[src/rtl/gray_count_sched_if.sv]
// Bundle between the requester logic, the shared gray_count instance and the
// scheduler. The scheduler takes the slave side; whoever owns the requesters
// and the counter takes the master side.
interface gray_count_sched_if #(
   parameter int WIDTH = 8,
   parameter int NREQ  = 4
);
   logic [NREQ-1:0]       req;
   logic [NREQ*WIDTH-1:0] target;
   logic [WIDTH-1:0]      gray_in;
   logic                  cnt_enable;
   logic                  cnt_clear;
   logic [NREQ-1:0]       grant;
   logic                  busy;
   logic [NREQ-1:0]       done;
   logic                  err;

   modport master (
      output req, target, gray_in,
      input  cnt_enable, cnt_clear, grant, busy, done, err
   );

   modport slave (
      input  req, target, gray_in,
      output cnt_enable, cnt_clear, grant, busy, done, err
   );
endinterface

[src/rtl/gray_count_sched.sv]
// Round-robin scheduler sharing one gray_count among NREQ requesters.
// A granted requester gets a counter clear, then the counter is enabled until
// its gray output equals the gray code of the latched binary target. A
// watchdog ends runs that never match; dropping req aborts a run silently.
module gray_count_sched #(
   parameter int WIDTH = 8,
   parameter int NREQ  = 4
) (
   input  logic            clk,
   input  logic            reset,
   gray_count_sched_if.slave bus
);

   localparam int PTR_W = $clog2(NREQ);
   // Watchdog needs to hold 2^WIDTH, so two spare bits are plenty.
   localparam int WD_W  = WIDTH + 2;
   // Value of the watchdog while the (2^WIDTH+1)-th enabled cycle is under way.
   localparam logic [WD_W-1:0] WD_LAST = WD_W'(1) << WIDTH;

   typedef enum logic [1:0] {
      IDLE,
      CLEAR,
      RUN,
      DONE
   } state_t;

   state_t            state_reg,  state_next;
   logic [NREQ-1:0]   grant_reg,  grant_next;
   logic [PTR_W-1:0]  ptr_reg,    ptr_next;
   logic [WIDTH-1:0]  tgt_reg,    tgt_next;
   logic [WD_W-1:0]   wdog_reg,   wdog_next;
   logic              err_reg,    err_next;

   logic              pick_valid;
   logic [PTR_W-1:0]  pick_idx;
   logic [NREQ-1:0]   pick_onehot;
   logic [WIDTH-1:0]  tgt_gray;
   logic              owner_req;
   logic              match;
   logic              wd_hit;
   logic              cnt_enable_c;
   logic              cnt_clear_c;
   logic [NREQ-1:0]   done_c;

   assign tgt_gray    = tgt_reg ^ (tgt_reg >> 1);
   assign owner_req   = |(bus.req & grant_reg);
   assign match       = (bus.gray_in == tgt_gray);
   assign wd_hit      = (wdog_reg == WD_LAST);
   assign pick_onehot = {{(NREQ-1){1'b0}}, 1'b1} << pick_idx;

   // Round-robin search: first requester above the last owner, wrapping.
   always_comb begin
      pick_valid = 1'b0;
      pick_idx   = '0;
      for (int k = 1; k <= NREQ; k++) begin
         if (!pick_valid && bus.req[(int'(ptr_reg) + k) % NREQ]) begin
            pick_valid = 1'b1;
            pick_idx   = PTR_W'((int'(ptr_reg) + k) % NREQ);
         end
      end
   end

   // Next-state and counter-control decode; match beats watchdog beats abort.
   always_comb begin
      state_next   = state_reg;
      grant_next   = grant_reg;
      ptr_next     = ptr_reg;
      tgt_next     = tgt_reg;
      wdog_next    = wdog_reg;
      err_next     = err_reg;
      cnt_enable_c = 1'b0;
      cnt_clear_c  = 1'b0;
      done_c       = '0;
      case (state_reg)
         IDLE: begin
            if (pick_valid) begin
               grant_next = pick_onehot;
               tgt_next   = bus.target[int'(pick_idx)*WIDTH +: WIDTH];
               ptr_next   = pick_idx;
               err_next   = 1'b0;
               state_next = CLEAR;
            end
         end
         CLEAR: begin
            cnt_clear_c = 1'b1;
            wdog_next   = '0;
            if (!owner_req) begin
               grant_next = '0;
               state_next = IDLE;
            end else begin
               state_next = RUN;
            end
         end
         RUN: begin
            // No step on the abort cycle, so the counter freezes where it was.
            cnt_enable_c = !match && owner_req;
            if (cnt_enable_c) begin
               wdog_next = wdog_reg + WD_W'(1);
            end
            if (match) begin
               state_next = DONE;
            end else if (wd_hit) begin
               err_next   = 1'b1;
               state_next = DONE;
            end else if (!owner_req) begin
               grant_next = '0;
               state_next = IDLE;
            end
         end
         DONE: begin
            done_c     = grant_reg;
            grant_next = '0;
            state_next = IDLE;
         end
         default: begin
            grant_next = '0;
            state_next = IDLE;
         end
      endcase
   end

   // State registers; pointer starts at the top so requester 0 wins first.
   always_ff @(posedge clk or negedge reset) begin
      if (!reset) begin
         state_reg <= IDLE;
         grant_reg <= '0;
         ptr_reg   <= PTR_W'(NREQ - 1);
         tgt_reg   <= '0;
         wdog_reg  <= '0;
         err_reg   <= 1'b0;
      end else begin
         state_reg <= state_next;
         grant_reg <= grant_next;
         ptr_reg   <= ptr_next;
         tgt_reg   <= tgt_next;
         wdog_reg  <= wdog_next;
         err_reg   <= err_next;
      end
   end

   assign bus.grant      = grant_reg;
   assign bus.busy       = (state_reg != IDLE);
   assign bus.err        = err_reg;
   assign bus.cnt_enable = cnt_enable_c;
   assign bus.cnt_clear  = cnt_clear_c;
   assign bus.done       = done_c;

endmodule

[src/flat_wrapper.sv]
// flat-port wrapper written by rule: the top's interface ports become plain ports
module gray_count_sched_flat 
#(
   parameter int WIDTH = 8,
   parameter int NREQ  = 4
)
  (clk, reset, bus_req, bus_target, bus_gray_in, bus_cnt_enable, bus_cnt_clear, bus_grant, bus_busy, bus_done, bus_err);
  gray_count_sched_if #(.WIDTH(WIDTH), .NREQ(NREQ)) bus_i ();
  input  logic clk;
  input  logic reset;
  input wire logic [$bits(bus_i.req)-1:0] bus_req;
  input wire logic [$bits(bus_i.target)-1:0] bus_target;
  input wire logic [$bits(bus_i.gray_in)-1:0] bus_gray_in;
  output wire logic [$bits(bus_i.cnt_enable)-1:0] bus_cnt_enable;
  output wire logic [$bits(bus_i.cnt_clear)-1:0] bus_cnt_clear;
  output wire logic [$bits(bus_i.grant)-1:0] bus_grant;
  output wire logic [$bits(bus_i.busy)-1:0] bus_busy;
  output wire logic [$bits(bus_i.done)-1:0] bus_done;
  output wire logic [$bits(bus_i.err)-1:0] bus_err;
  assign bus_i.req = bus_req;
  assign bus_i.target = bus_target;
  assign bus_i.gray_in = bus_gray_in;
  assign bus_cnt_enable = bus_i.cnt_enable;
  assign bus_cnt_clear = bus_i.cnt_clear;
  assign bus_grant = bus_i.grant;
  assign bus_busy = bus_i.busy;
  assign bus_done = bus_i.done;
  assign bus_err = bus_i.err;
  gray_count_sched #(.WIDTH(WIDTH), .NREQ(NREQ)) u_core (.clk(clk), .reset(reset), .bus(bus_i));
endmodule
[config.mk]
export PLATFORM = sky130hd
export DESIGN_NAME = gray_count_sched_flat
export DESIGN_NICKNAME = d
export VERILOG_FILES = /design/src/rtl/gray_count_sched_if.sv /design/src/rtl/gray_count_sched.sv /design/src/flat_wrapper.sv
export SDC_FILE = /design/constraint.sdc
export NUM_CORES = 1
export LEC_CHECK = 0
export CAP_MARGIN = 15
export CORE_MARGIN = 2
export CORE_UTILIZATION = 43
export DETAILED_ROUTE_END_ITERATION = 8
export PLACE_DENSITY = 0.74
export SLEW_MARGIN = 40
export SYNTH_ARGS = -nofsm -noshare
export SYNTH_HDL_FRONTEND = slang
export SYNTH_SLANG_ARGS = --single-unit
[constraint.sdc]
create_clock -name clk -period 1.91 [get_ports clk]
set_clock_uncertainty 0.1 [all_clocks]
set_input_delay 0.382 -clock clk [delete_from_list [all_inputs] [get_ports clk]]
set_output_delay 0.382 -clock clk [all_outputs]
set_load 0.02 [all_outputs]
# After elaboration in Yosys (flattened, before gate mapping)
# Cells that the tools add are included.
[word_totals] in_bits=46 elab_cells=96 reg_bits=27 out_inout_bits=12
[classes] eq_ne=11 reduce_logical=22 n_mux=40 n_bitwise=6 n_lt_le_gt_ge=4 n_shift=2 n_addsub=5
[ops] op="$shiftx A32 B6 Y8" n=1
[ops] op="$mux W4" n=5
[ops] op="$pmux W10 S2" n=1
[ops] op="$mux W2" n=9
[ops] op="$mux W1" n=17
[ops] op="$lt A3 B4 Y1 const B" n=4
[ops] op="$pmux W4 S4" n=1
[ops] op="$add A10 B1 Y10 const B" n=1
[ops] op="$eq A10 B9 Y1 const B" n=1
[ops] op="$mux W10" n=1
[ops] op="$bmux W1 S2" n=4
[ops] op="$eq A8 B8 Y1" n=1
[ops] op="$pmux W2 S4" n=1
[ops] op="$reduce_or A2 Y1" n=4
[ops] op="$xor A8 B7 Y8" n=1
[ops] op="$ne A2 B1 Y1 const B" n=3
[ops] op="$reduce_and A2 Y1" n=3
[ops] op="$reduce_bool A2 Y1" n=3
[ops] op="$add A2 B1 Y2 const B" n=2
[ops] op="$add A2 B2 Y2 const B" n=2
[ops] op="$and A1 B1 Y1 const A" n=4
[ops] op="$and A4 B4 Y4" n=1
[ops] op="$eq A2 B2 Y1 const B" n=2
[ops] op="$logic_and A1 B1 Y1" n=4
[ops] op="other kinds (10)" n=14

# Longest topological paths before layout
# Gate-level depths: netlist of the first run.
[logic_depth] depth_word=19 ltp_mapped=8 mapped_depth_nobuf=8

# Worst setup path after synthesis of the first run
# Ideal clock, no wire load.
[synth_timing] path_kind="reg-to-reg" start="register u_core.wdog_reg[0]" end="register u_core.grant_reg[1] (netlist: u_core.bus.grant[1])" arrival_ps=1741 required_time_ps=1689 setup_time_ps=121 path_stages_with_launch=9 setup_slack_ps=-52 period_less_slack_ps=1962 path_cell_list="dfrtp_1 -> inv_1 -> ha_1 -> or3b_2 -> nor4_4 -> a22oi_2 -> o21ai_2 -> o31ai_1 -> a22o_1"
[synth_between] elab_chain_cells=3
[synth_lines] element="start: declaration" line="gray_count_sched.sv:31" rtl="logic [WD_W-1:0] wdog_reg, wdog_next;"
[synth_lines] element="start signal: assignment" line="gray_count_sched.sv:136" rtl="wdog_reg <= wdog_next;"
[synth_lines] element="$eq A10 B9 Y1" line="gray_count_sched.sv:48" rtl="assign wd_hit = (wdog_reg == WD_LAST);"
[synth_lines] element="$ne A2 B2 Y1 (no source line)"
[synth_lines] element="$reduce_and A3 Y1 (no source line)"
[synth_lines] element="end signal: assignment" line="gray_count_sched.sv:133" rtl="grant_reg <= grant_next;"
[synth_lines] element="end: declaration" line="gray_count_sched.sv:28" rtl="logic [NREQ-1:0] grant_reg, grant_next;"
# Every way passes these cells.
# A chain may end at the register's enable or synchronous reset.

# Worst setup path in the final report of the first run
[layout_timing] start="register u_core.tgt_reg[5]" end="output bus_cnt_enable"
[layout_between] elab_chain_cells=5
[layout_lines] element="start: declaration" line="gray_count_sched.sv:30" rtl="logic [WIDTH-1:0] tgt_reg, tgt_next;"
[layout_lines] element="start signal: assignment" line="gray_count_sched.sv:135" rtl="tgt_reg <= tgt_next;"
[layout_lines] element="$xor A8 B7 Y8" line="gray_count_sched.sv:45" rtl="assign tgt_gray = tgt_reg ^ (tgt_reg >> 1);"
[layout_lines] element="$eq A8 B8 Y1" line="gray_count_sched.sv:47" rtl="assign match = (bus.gray_in == tgt_gray);"
[layout_lines] element="$logic_not A1 Y1" line="gray_count_sched.sv:96" rtl="cnt_enable_c = !match && owner_req;"
[layout_lines] element="$logic_and A1 B1 Y1" line="gray_count_sched.sv:96"
[layout_lines] element="$mux W1" line="gray_count_sched.sv:74" rtl="case (state_reg)"
[layout_lines] element="end: declaration" line="flat_wrapper.sv:14" rtl="output wire logic [$bits(bus_i.cnt_enable)-1:0] bus_cnt_enable;"
# Every way passes these cells.

==> run summary, run 1 <==
The initialized floorplan defines 24 standard-cell rows. The final route contains 2062 vias. The via count of the first global-routing pass is 2038. The transition time at the pin with the least slew margin is 0.414 ns. The tools report the startpoint of the worst register-to-register path as u_core.tgt_reg[3]. For the worst setup path, the data arrival time is 1.70 ns.

The tool flagged a number of max-cap violations equal to 0. The core region is 0.00441 mm^2. The die covers 0.00518 mm^2. The synthesized instance count was 215; the routing usage on met2 was 0.385.

Timing would allow up to 459 MHz. Summing all placed instances gives a cell area of 0.00298 mm^2. The area share of the largest cell type after synthesis is 0.315, and the post-synthesis sequential element count is 27.

The critical-path maximum fanout was 3. The most used flip-flop cell after synthesis is dfrtp_1. The flow ran to the end, but the final reports show violations. The switching part of the total was 0.405.

Number of setup violations in the final report: 13. The part of the power in registers is 0.248, and the die span in x is 72.0 um. Data on the critical path is required at its endpoint by 1.43 ns. Tracing the worst setup path back leads to its startpoint at u_core.tgt_reg[5]. The CTS H-tree depth was 1; the routed wirelength normalized by instance count was 15.0 um. The run gives 0.372 ns as the worst hold-check slack. On the critical path the largest part of the delay comes from compound AO/OA/AOI/OAI gates. The finished cells cover 0.00330 mm^2. Pin placement for this block handled 58 I/O pins. Flip-flop count of the largest register after layout: 10. From bottom edge to top edge, the die measures 72.0 um.

The checks that failed: negative setup slack. At the later pin of the worst-skew pair, clock insertion delay measures 0.27 ns. By area the synthesized netlist is led by dfrtp_1 31%, mux2i_1 9.1%, nand2_1 6.6%. In this run the critical register-to-register path is captured at u_core.state_reg[0]. VDD sags by at most 0.569 mV. The post-layout total power was 3.68 mW. The worst-path cell with the longest stage delay is dfrtp_2.

The delay contributed by the slowest stage of the critical path works out to 0.45 ns. The most critical setup path has its endpoint at bus_cnt_enable. Setup repair after global routing could not meet its margin everywhere. The fraction of final layout cells sized beyond drive strength 1 is 0.375, and the number of port buffers is 57. The signal on the critical path passes through xor2_1 -> and3_1 -> o22ai_2 -> o211a_1 -> buf_6. The met1 routing resource usage after global routing is 0.292, and the met3 usage is 0.0319. Worst slack after detailed placement: -0.836 ns. For the clock share of power, the log shows 0.090. The type of the setup path with the least slack is flop to output pin. The TritonCTS sink count came out at 27. Class of the worst hold path: input port to async pin.

The internal portion of total power was 2.19 mW. Remaining max-slew budget at the tightest pin: 0.724. The routability-driven placement congestion ratio came out at 0.830. After clock tree synthesis, the clock-pin slew on the worst setup and hold paths is 0.10 ns. Post-synthesis to final-layout area growth: 66.0%.

The logs give 60 for the count of distinct cell types in the synthesized netlist and 206 for the DRC marker count from the first detailed-route iteration. TritonCTS built the clock tree. For the sequential element share of the synthesized area, the log shows 0.341. The worst-case register-to-register setup slack came out at -0.16 ns.

For the cell leakage power, the log shows 1.58 nW. The run gives 4.10 mm as the total half-perimeter wirelength after legalization and detailed placement. CTS placed an instance of clkbuf_8 at the clock tree root.

The number of antenna violations at the first check in global routing is 0. The kind of capture point of the worst setup path was an output pin. The total global-route track usage is 0.221, and the count of buffering cells on the critical path with inverters included is 1. The first detailed-routing pass ran for 4 iterations. In this run the mean area of a mapped cell was 9.24 um^2. The least setup slack across all paths after layout came out at -0.268 ns.

met2 is the most crowded layer. The run gives 0.661 as the combinational group share of total power. By count the netlist is led by 35 x nand2_1, 25 x dfrtp_1, 18 x mux2i_1. The net switching power was 1.49 mW; the pin count of the biggest net entering global routing was 28. The fraction of the cycle the final worst path needs works out to 1.14. The biggest area contributor in the post-synthesis netlist is dfrtp_1. For the utilization of the core after routing, the log shows 0.747.

After global routing the overflow that remains totals 0. The number of enable-type register cells in the synthesized netlist came out at 0. The final net count is 381. For the number of warnings printed during yosys synthesis, the log shows 0. STA classifies the critical path startpoint as a flop. The starting density of the core came out at 0.450. For the summed instance area of the synthesized netlist, the log shows 0.00199 mm^2. The global-route wire length before repair was 9.06 mm. Power spread over the standard cell area amounts to 1120 mW/mm^2. The post-route minimum period is 2.18 ns.

Leading cell type by number of instances after synthesis: nand2_1. Counting along the longest clock path gives a buffer depth of 2. The worst reg2reg path depth came out at 8. The tools report the number of diodes added for antenna fixing as 0.

Routed via count divided by cell count: 5.43. Instance count on the critical path: 5. The share of flip-flops with an asynchronous set or reset was 1.00; the number of buffers created by CTS was 3. The hold violation total from the final report was 0. Counting every net in the synthesized netlist gives 267. The residual antenna-violating net count after detailed routing was 0; the number of remaining DRC errors was 0. Wires add up to 5.71 mm. The tools report the number of slew-limit violations in the final report as 0.
==> how the worst min path moves through the flow <==
stage	endpoint	slack, ns	cells after the start
floorplan	u_core.bus.err	-0.01	0
global placement	u_core.tgt_reg[0]	0.38	2
detailed placement	u_core.ptr_reg[1]	0.39	2
CTS	u_core.wdog_reg[7]	0.38	2
global route	u_core.wdog_reg[5]	0.40	2
finish	u_core.wdog_reg[4]	0.37	2
==> placed cells by master, fill, tap and decap left out, types with 6 or more instances in the layout <==
master / n
nand2_1: 30
ha_1: 6
dlygate4sd2_1: 8
buf_4: 48
dfrtp_1: 23
nand3_1: 6
buf_6: 10
clkdlybuf4s50_1: 36
mux2i_1: 18
inv_1: 10
nor2_1: 6
o21ai_1: 8
==> stage by stage <==
stage | TNS [ns] | std cells
floorplan | -0.0333 | 215
global placement | -13.23 | 367
detailed placement | -13.88 | 367
CTS | -1.13 | 378
global route | -2.60 | 380
finish | -1.17 | 380
==> per-layer routing <==
| metal | vias to the layer above | routed length, um |
|---|---|---|
| met5 | - | 0 |
| met4 | 0 | 36 |
| met3 | 4 | 255 |
| met2 | 56 | 2910 |
| met1 | 989 | 2500 |
| li1 | 1013 | - |
==> layout make-up <==
class,instances,area [um^2]
timing repair buffer,117,1050
fill,311,1120
multi-input combinational,170,1420
tap,52,65.1
sequential,27,681
inverter,10,37.5
clock buffer,4,45.0
==> cell families (layout without fill, tap and decap cells) <==
logic type                 Yosys count  count (layout)  share of synthesized area
muxes                               21              21                      0.108
AOI/OAI and AO/OA                   55              55                      0.219
xor gates and xnor gates             6               6                     0.0334
and+or+nand+nor                     82              82                      0.219
adders and majority gates            6               6                     0.0378
buffers and inverters               18             131                     0.0422
DFF                                 27              27                      0.341
==> what timing repair did <==
action	in CTS	in global routing
hold buffers	0	0
setup endpoints to repair	33	27
buffers inserted	9	2
pin swaps	23	18
gates resized for setup	64	37
==> worst reg2reg max path, delay by kind of cell (launching register included) <==
kind | cells | cell delay (ns)
buf+inv | 2 | 0.28
compound gates | 4 | 0.72
xor+xnor | 1 | 0.26
simple gates | 1 | 0.22
flops | 1 | 0.43
==> power groups by stage <==
| stage | Clock [mW] | Sequential [mW] | Combinational [mW] |
|---|---|---|---|
| after floorplan | 0 | 0.944 | 1.07 |
| after global routing | 0.356 | 0.932 | 2.62 |
| after global placement | 0 | 0.890 | 2.02 |
| after CTS | 0.338 | 0.897 | 2.20 |
| after detailed placement | 0 | 0.896 | 2.07 |
| final | 0.332 | 0.914 | 2.43 |
(Power assumes the default switching activity.)
==> run 2, diff against run 1 <==
Settings changed: CORE_MARGIN 2 to unset.
==> run summary, run 2 (synthesis gave the netlist of run 1 again) <==
The number of antenna violations at the first check in global routing is 0 (unchanged). The global-route wire length before repair is 9.03 mm (was 9.06 mm). The largest buffer count on any clock path came out at 2 (unchanged). The die area is 0.00490 mm^2 (was 0.00518 mm^2), and the critical-path maximum fanout is 3 (unchanged). TritonCTS built the clock tree. The run gives 364 (was 367) as the count of placed standard cells including taps. The clock latency on the worst-skew pair was 0.28 ns (was 0.27 ns); the total half-perimeter wirelength after legalization and detailed placement was 3.97 mm (was 4.10 mm).

The worst reg2reg path depth was 8 (unchanged); the maximum ir drop on the vdd rail was 0.687 mV (was 0.569 mV). Total number of vias: 2088 (was 2062). The worst hold-check slack was 0.363 ns (was 0.372 ns). The run gives 0 (unchanged) as the residual antenna-violating net count after detailed routing. The top layer used by detailed routing is met4 (unchanged). The number of max-cap violations came out at 0 (unchanged). The logs give 3 (unchanged) for the number of buffers created by CTS and 0 (unchanged) for the number of remaining DRC errors. The fraction of the cycle the final worst path needs is 1.15 (was 1.14), and the number of diodes added for antenna fixing is 0 (unchanged).

The upper clock frequency limit came out at 454 MHz (was 459 MHz). The flow ran to the end, but the final reports show violations. Power density of the placed cells: 1130 mW/mm^2 (was 1120 mW/mm^2).

The startpoint kind of the worst setup timing path is a flop (unchanged). The number of slew-limit violations in the final report came out at 0 (unchanged). The count of placed standard cells in the final layout, fillers left out is 382 (was 380), and the fraction of final layout cells sized beyond drive strength 1 is 0.391 (was 0.375). The transition time at the pin with the least slew margin works out to 0.556 ns (was 0.414 ns). The aggregate routed wire length came out at 5.68 mm (was 5.71 mm). The remaining max-slew budget at the tightest pin was 0.629 (was 0.724). The tools report the master cell of the clock root buffer as clkbuf_8 (unchanged). The logs give 58 (unchanged) for the number of placed I/O pins and 0.00438 mm^2 (was 0.00441 mm^2) for the placeable core region. Startpoint of the worst register-to-register path: u_core.tgt_reg[3] (unchanged). Kind of capture point of the worst setup path: an output pin (unchanged). The clock transition at the registers of the reported paths was 0.10 ns (about the same). The last element of the critical path was bus_cnt_enable (unchanged). The hold violation total from the final report is 0 (unchanged). For the starting density of the core, the log shows 0.453 (was 0.450). Violated checks: negative setup slack (unchanged). The logs give 0.228 (was 0.221) for the total global-route track usage and 1 (unchanged) for the CTS H-tree depth. The class of the worst hold path is input port to async pin (unchanged). The routed wirelength normalized by instance count came out at 14.9 um (was 15.0 um).

For the number of search-and-repair iterations in the first detailed-routing pass, the log shows 4 (unchanged). The most common library cell in the layout ignoring fill and taps was buf_4 (unchanged). The run gives 3.69 mW (was 3.68 mW) as the post-layout total power. The arrival time at the worst endpoint came out at 1.72 ns (was 1.70 ns). Least setup slack across all paths after layout: -0.291 ns (was -0.268 ns). The routability-driven placement congestion ratio was 0.808 (was 0.830). Top library cells by usage in the layout, fill and taps aside: 57 x buf_4, 38 x clkdlybuf4s50_1, 30 x nand2_1, 22 x dfrtp_1, 18 x mux2i_1 (was 48 x buf_4, 36 x clkdlybuf4s50_1, 30 x nand2_1, 23 x dfrtp_1, 18 x mux2i_1). The die span in x was 70.0 um (was 72.0 um). The final-layout setup total negative slack was -1.35 ns (was -1.17 ns); the routed via count divided by cell count was 5.47 (was 5.43). The final net count is 383 (was 381). The pin count of the biggest net entering global routing is 28 (unchanged), and the via count of the first global-routing pass is 1964 (was 2038). For the sum of routed wire segments on met1, the log shows 2.47 mm (was 2.50 mm).

The hold buffer count at cts is 0 (unchanged). The total met2 wirelength after detailed routing was 2.89 mm (was 2.91 mm). Setup repair after global routing could not meet its margin everywhere. Type of the setup path with the least slack: flop to output pin (unchanged).

The y dimension of the die is 70.0 um (was 72.0 um), and the TritonCTS sink count is 27 (unchanged). The run gives 1.54 nW (was 1.58 nW) as the cell leakage power. The worst setup path startpoint was u_core.tgt_reg[3] (was u_core.tgt_reg[5]). The utilization of the core after routing is 0.748 (was 0.747), and the number of port buffers is 57 (unchanged).

The tools report the DRC marker count from the first detailed-route iteration as 171 (was 206). The detailed route wirelength on metal3 is 262 um (was 255 um), and the flip-flop count of the largest register after layout is 10 (unchanged). The post-synthesis to final-layout area growth is 65.0% (was 66.0%), and the leftover overflow at the end of global routing is 0 (unchanged).

The endpoint required time on the critical path was 1.43 ns (about the same); the worst-case register-to-register setup slack was -0.17 ns (was -0.16 ns). The critical register-to-register path endpoint is u_core.wdog_reg[9] (was u_core.state_reg[0]). The number of cell rows is 24 (unchanged), and the post-route minimum period is 2.20 ns (was 2.18 ns). The number of setup violations in the final report is 14 (was 13).
run 2: changes by cell type in the layout (fill, tap and decap cells not counted), sizes merged:
cell	delta
buf	+1
clkbuf	+1
clkdlybuf4s15	-1
clkdlybuf4s50	+2
dlygate4sd2	+2
dlymetal6s2s	-3
run 2: what timing repair did:
item | in CTS | in global routing
setup buffers | 8 | 9
pin swaps | 22 | 20
endpoints found under the setup margin | 32 | 26
gates cloned | 0 | 0
gates resized for setup | 62 | 34
run 2: worst min path at each step:
stage                                  from                  to  slack (ns)  depth (start not counted)
after floorplan                       reset      u_core.bus.err       -0.01                          0
after global placement    u_core.tgt_reg[0]   u_core.tgt_reg[0]        0.38                          2
after detailed placement  u_core.ptr_reg[1]   u_core.ptr_reg[1]        0.39                          2
after CTS                             reset  u_core.wdog_reg[6]        0.38                          2
after global routing                  reset  u_core.wdog_reg[7]        0.41                          2
final                                 reset  u_core.wdog_reg[7]        0.36                          2
run 2: critical path, stage by stage, from the launching register on:
cell and delay, ns:
dfrtp_2 0.46, xor2_2 0.16, a211o_1 0.25, a21o_1 0.18, o211a_1 0.25, buf_6 0.14
run 2: area by class of cell:
cell class | count | area, um^2
timing repair buffer | 119 | 1010
sequential | 27 | 682
tap | 52 | 65.1
clock buffer | 4 | 45.0
inverter | 10 | 37.5
fill | 319 | 1110
multi-input combinational | 170 | 1440
run 2: stage by stage:
stage               instance area [um^2]  setup WS, ns
floorplan                           2000       -0.0333
global placement                    2950        -0.820
detailed placement                  2950        -0.837
CTS                                 3110        -0.285
global route                        3280        -0.367
finish                              3280        -0.291
run 2: report_power, final:
part	switching, mW	internal [mW]
Combinational	1.14	1.29
Clock	0.185	0.150
Sequential	0.175	0.753
run 2: metal layers:
| metal | up-vias | GRT usage |
|---|---|---|
| met5 | - | 0 |
| met4 | 0 | 0.0333 |
| met3 | 8 | 0.0447 |
| met2 | 67 | 0.395 |
| met1 | 992 | 0.301 |
| li1 | 1021 | - |
